$ cat src/rtl/ds_mean_decoder.sv
// ds_mean_decoder
//   Receive-side decoder for the 4-bit MASH 1-1-1 delta-sigma stream.
//   One measurement boxcar-averages 2^LOG2_WIN samples into an exact 4.16
//   mean, then compares it against an expected value captured at start.
//
// Parameters
//   LOG2_WIN   : log2 of the averaging window N (4..16)
//   SETTLE_CYC : samples discarded after start before accumulating (0..255)
//
// Ports
//   clk     in   clock
//   rst_n   in   asynchronous, active-low reset
//   start   in   request a measurement (only looked at while idle)
//   ds_in   in   [3:0]  modulator sample, one per cycle
//   exp_i   in   [3:0]  expected integer part   (captured on accepted start)
//   exp_f   in   [15:0] expected fraction /2^16 (captured on accepted start)
//   tol     in   [15:0] allowed |err| in 2^-16 units (captured on accepted start)
//   busy    out  measurement in progress
//   done    out  one-cycle pulse when the result registers update
//   mean_i  out  [3:0]  recovered integer part
//   mean_f  out  [15:0] recovered fractional part
//   err     out  [20:0] signed mean - expected, two's complement
//   pass    out  |err| <= tol
module ds_mean_decoder #(
    parameter int LOG2_WIN   = 16,
    parameter int SETTLE_CYC = 10
) (
    input  logic        clk,
    input  logic        rst_n,
    input  logic        start,
    input  logic [3:0]  ds_in,
    input  logic [3:0]  exp_i,
    input  logic [15:0] exp_f,
    input  logic [15:0] tol,
    output logic        busy,
    output logic        done,
    output logic [3:0]  mean_i,
    output logic [15:0] mean_f,
    output logic [20:0] err,
    output logic        pass
);

    localparam int ACC_W = 4 + LOG2_WIN;
    localparam int SHIFT = 16 - LOG2_WIN;
    // Last settle count; only meaningful when SETTLE_CYC > 0.
    localparam logic [7:0] SETTLE_LAST = 8'(SETTLE_CYC - 1);

    typedef enum logic [1:0] {
        S_IDLE,
        S_SETTLE,
        S_ACCUM,
        S_CALC
    } state_t;

    state_t              state_q;
    logic [ACC_W-1:0]    accum_q;
    logic [7:0]          settle_cnt_q;
    logic [LOG2_WIN-1:0] win_cnt_q;
    logic [3:0]          exp_i_q;
    logic [15:0]         exp_f_q;
    logic [15:0]         tol_q;

    logic                busy_q;
    logic                done_q;
    logic [3:0]          mean_i_q;
    logic [15:0]         mean_f_q;
    logic [20:0]         err_q;
    logic                pass_q;

    // Result datapath, evaluated from the finished accumulator in CALC.
    // The sum of N samples scaled by 2^16/N is an exact 4.16 mean because
    // N is a power of two no larger than 2^16.
    logic [19:0] mean_d;
    logic [20:0] err_d;
    logic [20:0] err_mag_d;
    logic        pass_d;

    assign mean_d    = 20'(accum_q) << SHIFT;
    assign err_d     = {1'b0, mean_d} - {1'b0, exp_i_q, exp_f_q};
    // 21 bits hold both signs of a +/-(2^20-1) error, so negation is safe.
    assign err_mag_d = err_d[20] ? (21'd0 - err_d) : err_d;
    assign pass_d    = (err_mag_d <= {5'b0, tol_q});

    always_ff @(posedge clk or negedge rst_n) begin
        if (!rst_n) begin
            state_q      <= S_IDLE;
            accum_q      <= '0;
            settle_cnt_q <= '0;
            win_cnt_q    <= '0;
            exp_i_q      <= '0;
            exp_f_q      <= '0;
            tol_q        <= '0;
            busy_q       <= 1'b0;
            done_q       <= 1'b0;
            mean_i_q     <= '0;
            mean_f_q     <= '0;
            err_q        <= '0;
            pass_q       <= 1'b0;
        end else begin
            done_q <= 1'b0;
            case (state_q)
                S_IDLE: begin
                    if (start) begin
                        exp_i_q      <= exp_i;
                        exp_f_q      <= exp_f;
                        tol_q        <= tol;
                        accum_q      <= '0;
                        settle_cnt_q <= '0;
                        win_cnt_q    <= '0;
                        busy_q       <= 1'b1;
                        state_q      <= (SETTLE_CYC == 0) ? S_ACCUM : S_SETTLE;
                    end
                end
                S_SETTLE: begin
                    if (settle_cnt_q == SETTLE_LAST) begin
                        state_q <= S_ACCUM;
                    end else begin
                        settle_cnt_q <= settle_cnt_q + 8'd1;
                    end
                end
                S_ACCUM: begin
                    accum_q   <= accum_q + ACC_W'(ds_in);
                    win_cnt_q <= win_cnt_q + 1'b1;
                    // Counter all-ones means this edge adds the N-th sample.
                    if (&win_cnt_q) begin
                        state_q <= S_CALC;
                    end
                end
                S_CALC: begin
                    mean_i_q <= mean_d[19:16];
                    mean_f_q <= mean_d[15:0];
                    err_q    <= err_d;
                    pass_q   <= pass_d;
                    done_q   <= 1'b1;
                    busy_q   <= 1'b0;
                    state_q  <= S_IDLE;
                end
                default: begin
                    state_q <= S_IDLE;
                end
            endcase
        end
    end

    assign busy   = busy_q;
    assign done   = done_q;
    assign mean_i = mean_i_q;
    assign mean_f = mean_f_q;
    assign err    = err_q;
    assign pass   = pass_q;

endmodule

$ cat config.mk
export PLATFORM = sky130hd
export DESIGN_NAME = ds_mean_decoder
export DESIGN_NICKNAME = d
export VERILOG_FILES = /design/src/rtl/ds_mean_decoder.sv
export SDC_FILE = /design/constraint.sdc
export NUM_CORES = 1
export LEC_CHECK = 0
export BUFFER_PORTS_ARGS = -buffer_cell sky130_fd_sc_hd__buf_2
export CAP_MARGIN = 20
export CORE_ASPECT_RATIO = 0.75
export CORE_MARGIN = 2
export CORE_UTILIZATION = 45
export CTS_CLUSTER_DIAMETER = 100
export CTS_CLUSTER_SIZE = 10
export DETAILED_ROUTE_END_ITERATION = 10
export GPL_TIMING_DRIVEN = 0
export MAX_ROUTING_LAYER = met4
export SLEW_MARGIN = 25
export SYNTH_ARGS = -nofsm -noshare
export SYNTH_HDL_FRONTEND = slang
export SYNTH_SLANG_ARGS = --single-unit
$ cat constraint.sdc
create_clock -name clk -period 5.9 [get_ports clk]
set_input_delay 0.885 -clock clk [delete_from_list [all_inputs] [get_ports clk]]
set_output_delay 0.885 -clock clk [all_outputs]
set_load 0.01 [all_outputs]
### After elaboration in Yosys (flattened, before gate mapping)

Cells that the tools add are included.

| word-level totals | value |
|---|---|
| bits in registers | 126 |
| input port bits | 43 |

| operators by class | value |
|---|---|
| add/subtract/negate cells | 5 |
| $lt $le $gt $ge | 1 |
| eq/ne operators | 8 |
| muxes and demuxes | 15 |
| reductions and logical operators | 10 |

Operators by type and width:

| kind | number |
|---|---|
| 20-bit case mux with 2 select lines | 1 |
| 16-bit case mux with 2 select lines | 1 |
| 21-bit by 16-bit less-or-equal comparator with 1-bit output | 1 |
| 21-bit 2-to-1 mux | 1 |
| 1-bit by 21-bit subtractor with 21-bit output, first input constant | 1 |
| 20-bit by 20-bit subtractor with 21-bit output | 1 |
| 20-bit by 4-bit adder with 20-bit output | 1 |
| 20-bit 2-to-1 mux | 1 |
| 16-bit by 1-bit adder with 16-bit output, second input constant | 1 |
| 16-bit 2-to-1 mux | 1 |
| 8-bit 2-to-1 mux | 2 |
| 8-bit case mux with 2 select lines | 1 |
| 16-bit AND reduction | 1 |
| 8-bit by 1-bit adder with 8-bit output, second input constant | 1 |
| 8-bit by 4-bit == test with 1-bit output, second input constant | 1 |
| 2-bit inequality test, second input constant | 4 |
| 2-bit case mux with 4 select lines | 1 |
| 2-bit 2-to-1 mux | 3 |
| 2-bit AND reduction | 3 |
| 3-bit AND reduction | 2 |
| 2-bit nonzero test | 3 |
| 2-bit == test, second input constant | 2 |
| 2-bit by 1-bit == test with 1-bit output, second input constant | 1 |
| 2-bit zero test | 1 |
| 2 further kinds | 3 |

### Longest topological paths before layout

| logic depth | value |
|---|---|
| depth after elaboration | 4 |
| depth in mapped cells | 23 |
| gate-level depth less buffers | 22 |

### Least setup slack after synthesis

No wires, ideal clock.

| timing | value |
|---|---|
| kind | register -> register |
| start point | register accum_q[0] |
| end point | register pass_q (netlist: pass) |
| library setup time | 0.104 ns |
| arrival | 4.230 ns |
| required time | 5.796 ns |
| path slack | 1.566 ns |
| cell stages (with the launch flop) | 24 |
| period minus slack after synthesis | 4.334 ns |
| cell sequence | dfrtp_1 > inv_1 > ha_1 > inv_1 > fa_1 > a211oi_2 > o21a_2 > a21oi_4 > nor3_1 > o21ai_2 > a31o_2 > clkbuf_1 > a21oi_1 > xor2_1 > ha_1 > a21oi_1 > nor2b_1 > o21ai_0 > a21oi_1 > o311ai_0 > a31oi_1 > o21ai_0 > a31oi_1 > o41ai_2 |

| on the way | value |
|---|---|
| cells in the longest elaborated chain, start to end | 4 |

Ends and longest elaborated chain:

| element | RTL line | RTL |
|---|---|---|
| start, declared | 56 | `logic [ACC_W-1:0] accum_q;` |
| start signal, assigned | 122 | `accum_q <= accum_q + ACC_W'(ds_in);` |
| 20-bit by 20-bit subtractor with 21-bit output (*) | 79 | `assign err_d = {1'b0, mean_d} - {1'b0, exp_i_q, exp_f_q};` |
| 1-bit by 21-bit subtractor with 21-bit output | 81 | `assign err_mag_d = err_d[20] ? (21'd0 - err_d) : err_d;` |
| 21-bit 2-to-1 mux (*) | 81 |  |
| 21-bit by 16-bit less-or-equal comparator with 1-bit output (*) | 82 | `assign pass_d = (err_mag_d <= {5'b0, tol_q});` |
| end signal, assigned | 133 | `pass_q <= pass_d;` |
| end, declared | 68 | `logic pass_q;` |

Mark *: on every way between the ends. The rest lies on a longest branch, timed or not.
A chain may end at the register's enable or synchronous reset.

### Worst setup path after layout

Ends and elaborated chain as after synthesis.

==> impl_metrics.ini <==
[detailed_routing]
drt-initial-drc-count = 357
postRouteWirelength_um = 17900
detail-route-antenna-nets = 0
post_drt_wl_per_cell_um = 17.1
via_count = 5680
drt-pass1-iter-count = 5
remaining_drc_errors = 0
post_drt_via_cell_ratio = 5.44

[clocking]
clk_path_buf_depth = 2
htree_levels = 4
worst_setup_hold_path_clk_slew_ns = 0.06
tritoncts = built
cts_resized = 0
clk-insertion-delay-late_ns = 0.42
postCtsSetupBuffers = 0
hold_buffers = 0
tritoncts_num_sinks = 126
cts_inserted_buffers = 17
clock_tree.root_cell = sky130_fd_sc_hd__clkbuf_16

[critical_path]
reg2reg_depth = 22
largest_fanout_of_any_net_on_the_critical_path = 9
critical_path_cell_count = 22
critPathTopFamily = compound AO/OA/AOI/OAI gates
crit_top_cell = sky130_fd_sc_hd__a31oi_1
critical_path.startpoint_type = flip-flop
number_of_buffer_and_inverter_stages_on_the_critical_path = 2
worst-setup-path-type = reg2reg
crit_path_largest_cell_delay_ns = 0.61
endpoint_kind = flip-flop
critical_path.cell_chain = inv_1, ha_1, inv_1, fa_1, a211oi_2, o21a_2, a21oi_4, nor3_1, o21ai_2, a31oi_1, nand2_1, xnor2_1, ha_1, a21oi_1, o21ai_0, a21oi_1, nor4_1, o311ai_0, a31oi_1, o21ai_0, a31oi_1, o41ai_2
crit_arrival_ns = 5.40
crit_required_ns = 6.22
cpMaxStageDelayCell = sky130_fd_sc_hd__a31oi_1

[sta]
rsz0062_at_grt = no
final.setup_skew_ns = 0.00735
layout_worst_path_cycle_share = 0.861
setup-violations-final = 0
timing.final.crit_period_ns = 5.08
setup_tns_ns = 0
final-max-slew-violation-count = 0
timing.slew.headroom = 0.349
fmaxAchievable_mhz = 197
timing.final.ws_setup_ns = 0.819
tightest_slew_ns = 0.963
final_hold_viol_count = 0

[global_route]
globalRouteTotalUtil = 0.226
antenna_found_initial = 0
pin_count_of_the_biggest_net_entering_global_routing = 90
first_global_vias = 5628
gr-total-overflow = 0
first_pass_grt_wire_length_um = 29100

[floorplanning]
floorplan.initialDensity = 0.460
ios = 87
floorplan.die.width_um = 151
design.die.area_um2 = 17400
die_height_um = 115
design.core.area_um2 = 16000
placementRows = 40

[final_layout]
fill_cells = 1421
combined_flip_flop_and_latch_cell_area_um2 = 3150
multi_input_comb_area_um2 = 3900
finish.utilization = 0.542
share_of_post_route_cells_with_drive_strength_above_1 = 0.249
nets = 915
n_antenna_cell = 0
synthToLayoutAreaGrowth_pct = 17.9

[yosys]
async_flop_share = 1.00
synth_warnings = 0
syn_area_um2 = 7340
synth-main-ff-cell = sky130_fd_sc_hd__dfrtp_1
avgSynthCellArea_um2 = 10.2
syn-instance-count = 717
synth_top_area_cell = sky130_fd_sc_hd__dfrtp_1
post_synth_edffs = 0
yosys-top-cells-area = sky130_fd_sc_hd__dfrtp_1, sky130_fd_sc_hd__mux2_2, sky130_fd_sc_hd__ha_1
synth_nets = 810
post-synth-top-area-fraction = 0.430
fraction_of_the_yosys_area_taken_by_sequential_cells = 0.430
synth_cell_type_count = 67
ys_seq_elements = 126

[pwr]
power.density_cell_area_nw_per_um2 = 574
design_power_total_mw = 4.97
vdd.ir_drop.worst_uv = 230
static-leakage-power_nw = 4.13

[placement]
place_ws_ns = 0.880
globalplace.congestion = 0.860
io_buffer_count = 85
dpl.hpwl_um = 13600

[worst_hold_path]
hold_class = in2async

[job]
max-cap-violations = 0

[status]
outcome = complete, no violations
## layer usage
metal | GRT usage | up-vias | routed length, um
li1 | - | 2744 | -
met1 | 0.312 | 2753 | 8800
met2 | 0.329 | 157 | 7730
met3 | 0.0486 | 26 | 987
met4 | 0.0791 | 0 | 367
met5 | - | - | 0
## power by group
part | leakage, nW | internal, mW | total [mW] | switching [mW]
Combinational | 2.24 | 1.10 | 2.57 | 1.47
Clock | 0.289 | 0.651 | 1.03 | 0.383
Sequential | 1.60 | 1.15 | 1.36 | 0.207
Total | 4.13 | 2.90 | 4.97 | 2.06
## worst paths after layout
| check | from | to | slack [ns] |
|---|---|---|---|
| worst min register to register | err[6]$_DFFE_PN0P_ | err[6]$_DFFE_PN0P_ | 0.50 |
| min in group clk | err[6]$_DFFE_PN0P_ | err[6]$_DFFE_PN0P_ | 0.50 |
| max in group asynchronous | rst_n | tol_q[11]$_DFFE_PN0P_ | 4.82 |
| worst max register to register | accum_q[0]$_DFFE_PN0P_ | pass$_DFFE_PN0P_ | 0.82 |
| worst max-delay path | accum_q[0]$_DFFE_PN0P_ | pass$_DFFE_PN0P_ | 0.82 |
| worst min-delay path | rst_n | mean_f[13]$_DFFE_PN0P_ | 0.33 |
## cell usage in the layout (no fill, tap or decap), types with 4 or more instances in the layout
cell and n:
sky130_fd_sc_hd__nand4_1 12, sky130_fd_sc_hd__and2_1 4, sky130_fd_sc_hd__nand2b_1 6, sky130_fd_sc_hd__or3_1 14, sky130_fd_sc_hd__xnor2_1 23, sky130_fd_sc_hd__clkbuf_1 13
sky130_fd_sc_hd__nor3_1 7, sky130_fd_sc_hd__inv_1 54, sky130_fd_sc_hd__xor2_1 35, sky130_fd_sc_hd__and3_1 6, sky130_fd_sc_hd__mux2i_1 9, sky130_fd_sc_hd__nand2_1 40
sky130_fd_sc_hd__ha_1 48, sky130_fd_sc_hd__buf_2 86, sky130_fd_sc_hd__a211oi_1 4, sky130_fd_sc_hd__o21ai_1 5, sky130_fd_sc_hd__a21oi_1 48, sky130_fd_sc_hd__o21ai_0 30
sky130_fd_sc_hd__mux2_2 71, sky130_fd_sc_hd__buf_1 7, sky130_fd_sc_hd__a31oi_1 4, sky130_fd_sc_hd__a21o_1 9, sky130_fd_sc_hd__nor4_1 6, sky130_fd_sc_hd__nor2_1 57
sky130_fd_sc_hd__clkinv_2 4, sky130_fd_sc_hd__dfrtp_1 126, sky130_fd_sc_hd__clkbuf_16 17, sky130_fd_sc_hd__nand3_1 22
## through the flow
| stage | cell area (um^2) | instances | hold slack [ns] |
|---|---|---|---|
| CTS | 8650 | 1044 | 0.315 |
| detailed placement | 8060 | 1013 | 0.493 |
| global placement | 8030 | 1012 | 0.485 |
| finish | 8650 | 1044 | 0.331 |
| global route | 8650 | 1044 | 0.341 |
| floorplan | 7340 | 717 | 0.479 |
## sequential cells by signal, summed over array words and instances, names as in the netlist, 2 cells and up
signal	flops
win_cnt_q	16
accum_q	20
tol_q	16
err	21
mean_f	16
mean_i	4
exp_f_q	16
exp_i_q	4
settle_cnt_q	8
state_q	2
## cells by family after synthesis
kind of cell,Yosys count,share of synthesized area
fa+ha+maj,50,0.0873
simple gates,192,0.132
buf+inv,75,0.0387
compound gates,135,0.120
xor+xnor,58,0.0692
flops,126,0.430
mux,81,0.123
## area by class of cell
class                      instances  area share
multi-input combinational        516       0.451
tap                              210      0.0304
sequential                       126       0.365
buffer                            21     0.00940
clock inverter                    10      0.0132
clock buffer                      21      0.0544
timing repair buffer              86      0.0535
inverter                          54      0.0234
## cell usage after synthesis, drive strengths merged, types with 12 or more instances
cell,instances
nand4,12
o21ai,37
inv,54
a21oi,51
dfrtp,126
mux2,72
nand3,22
clkbuf,12
ha,48
nand2,40
xor2,35
nor2,57
or3,14
xnor2,23
Power figures use the tool's default switching activity.
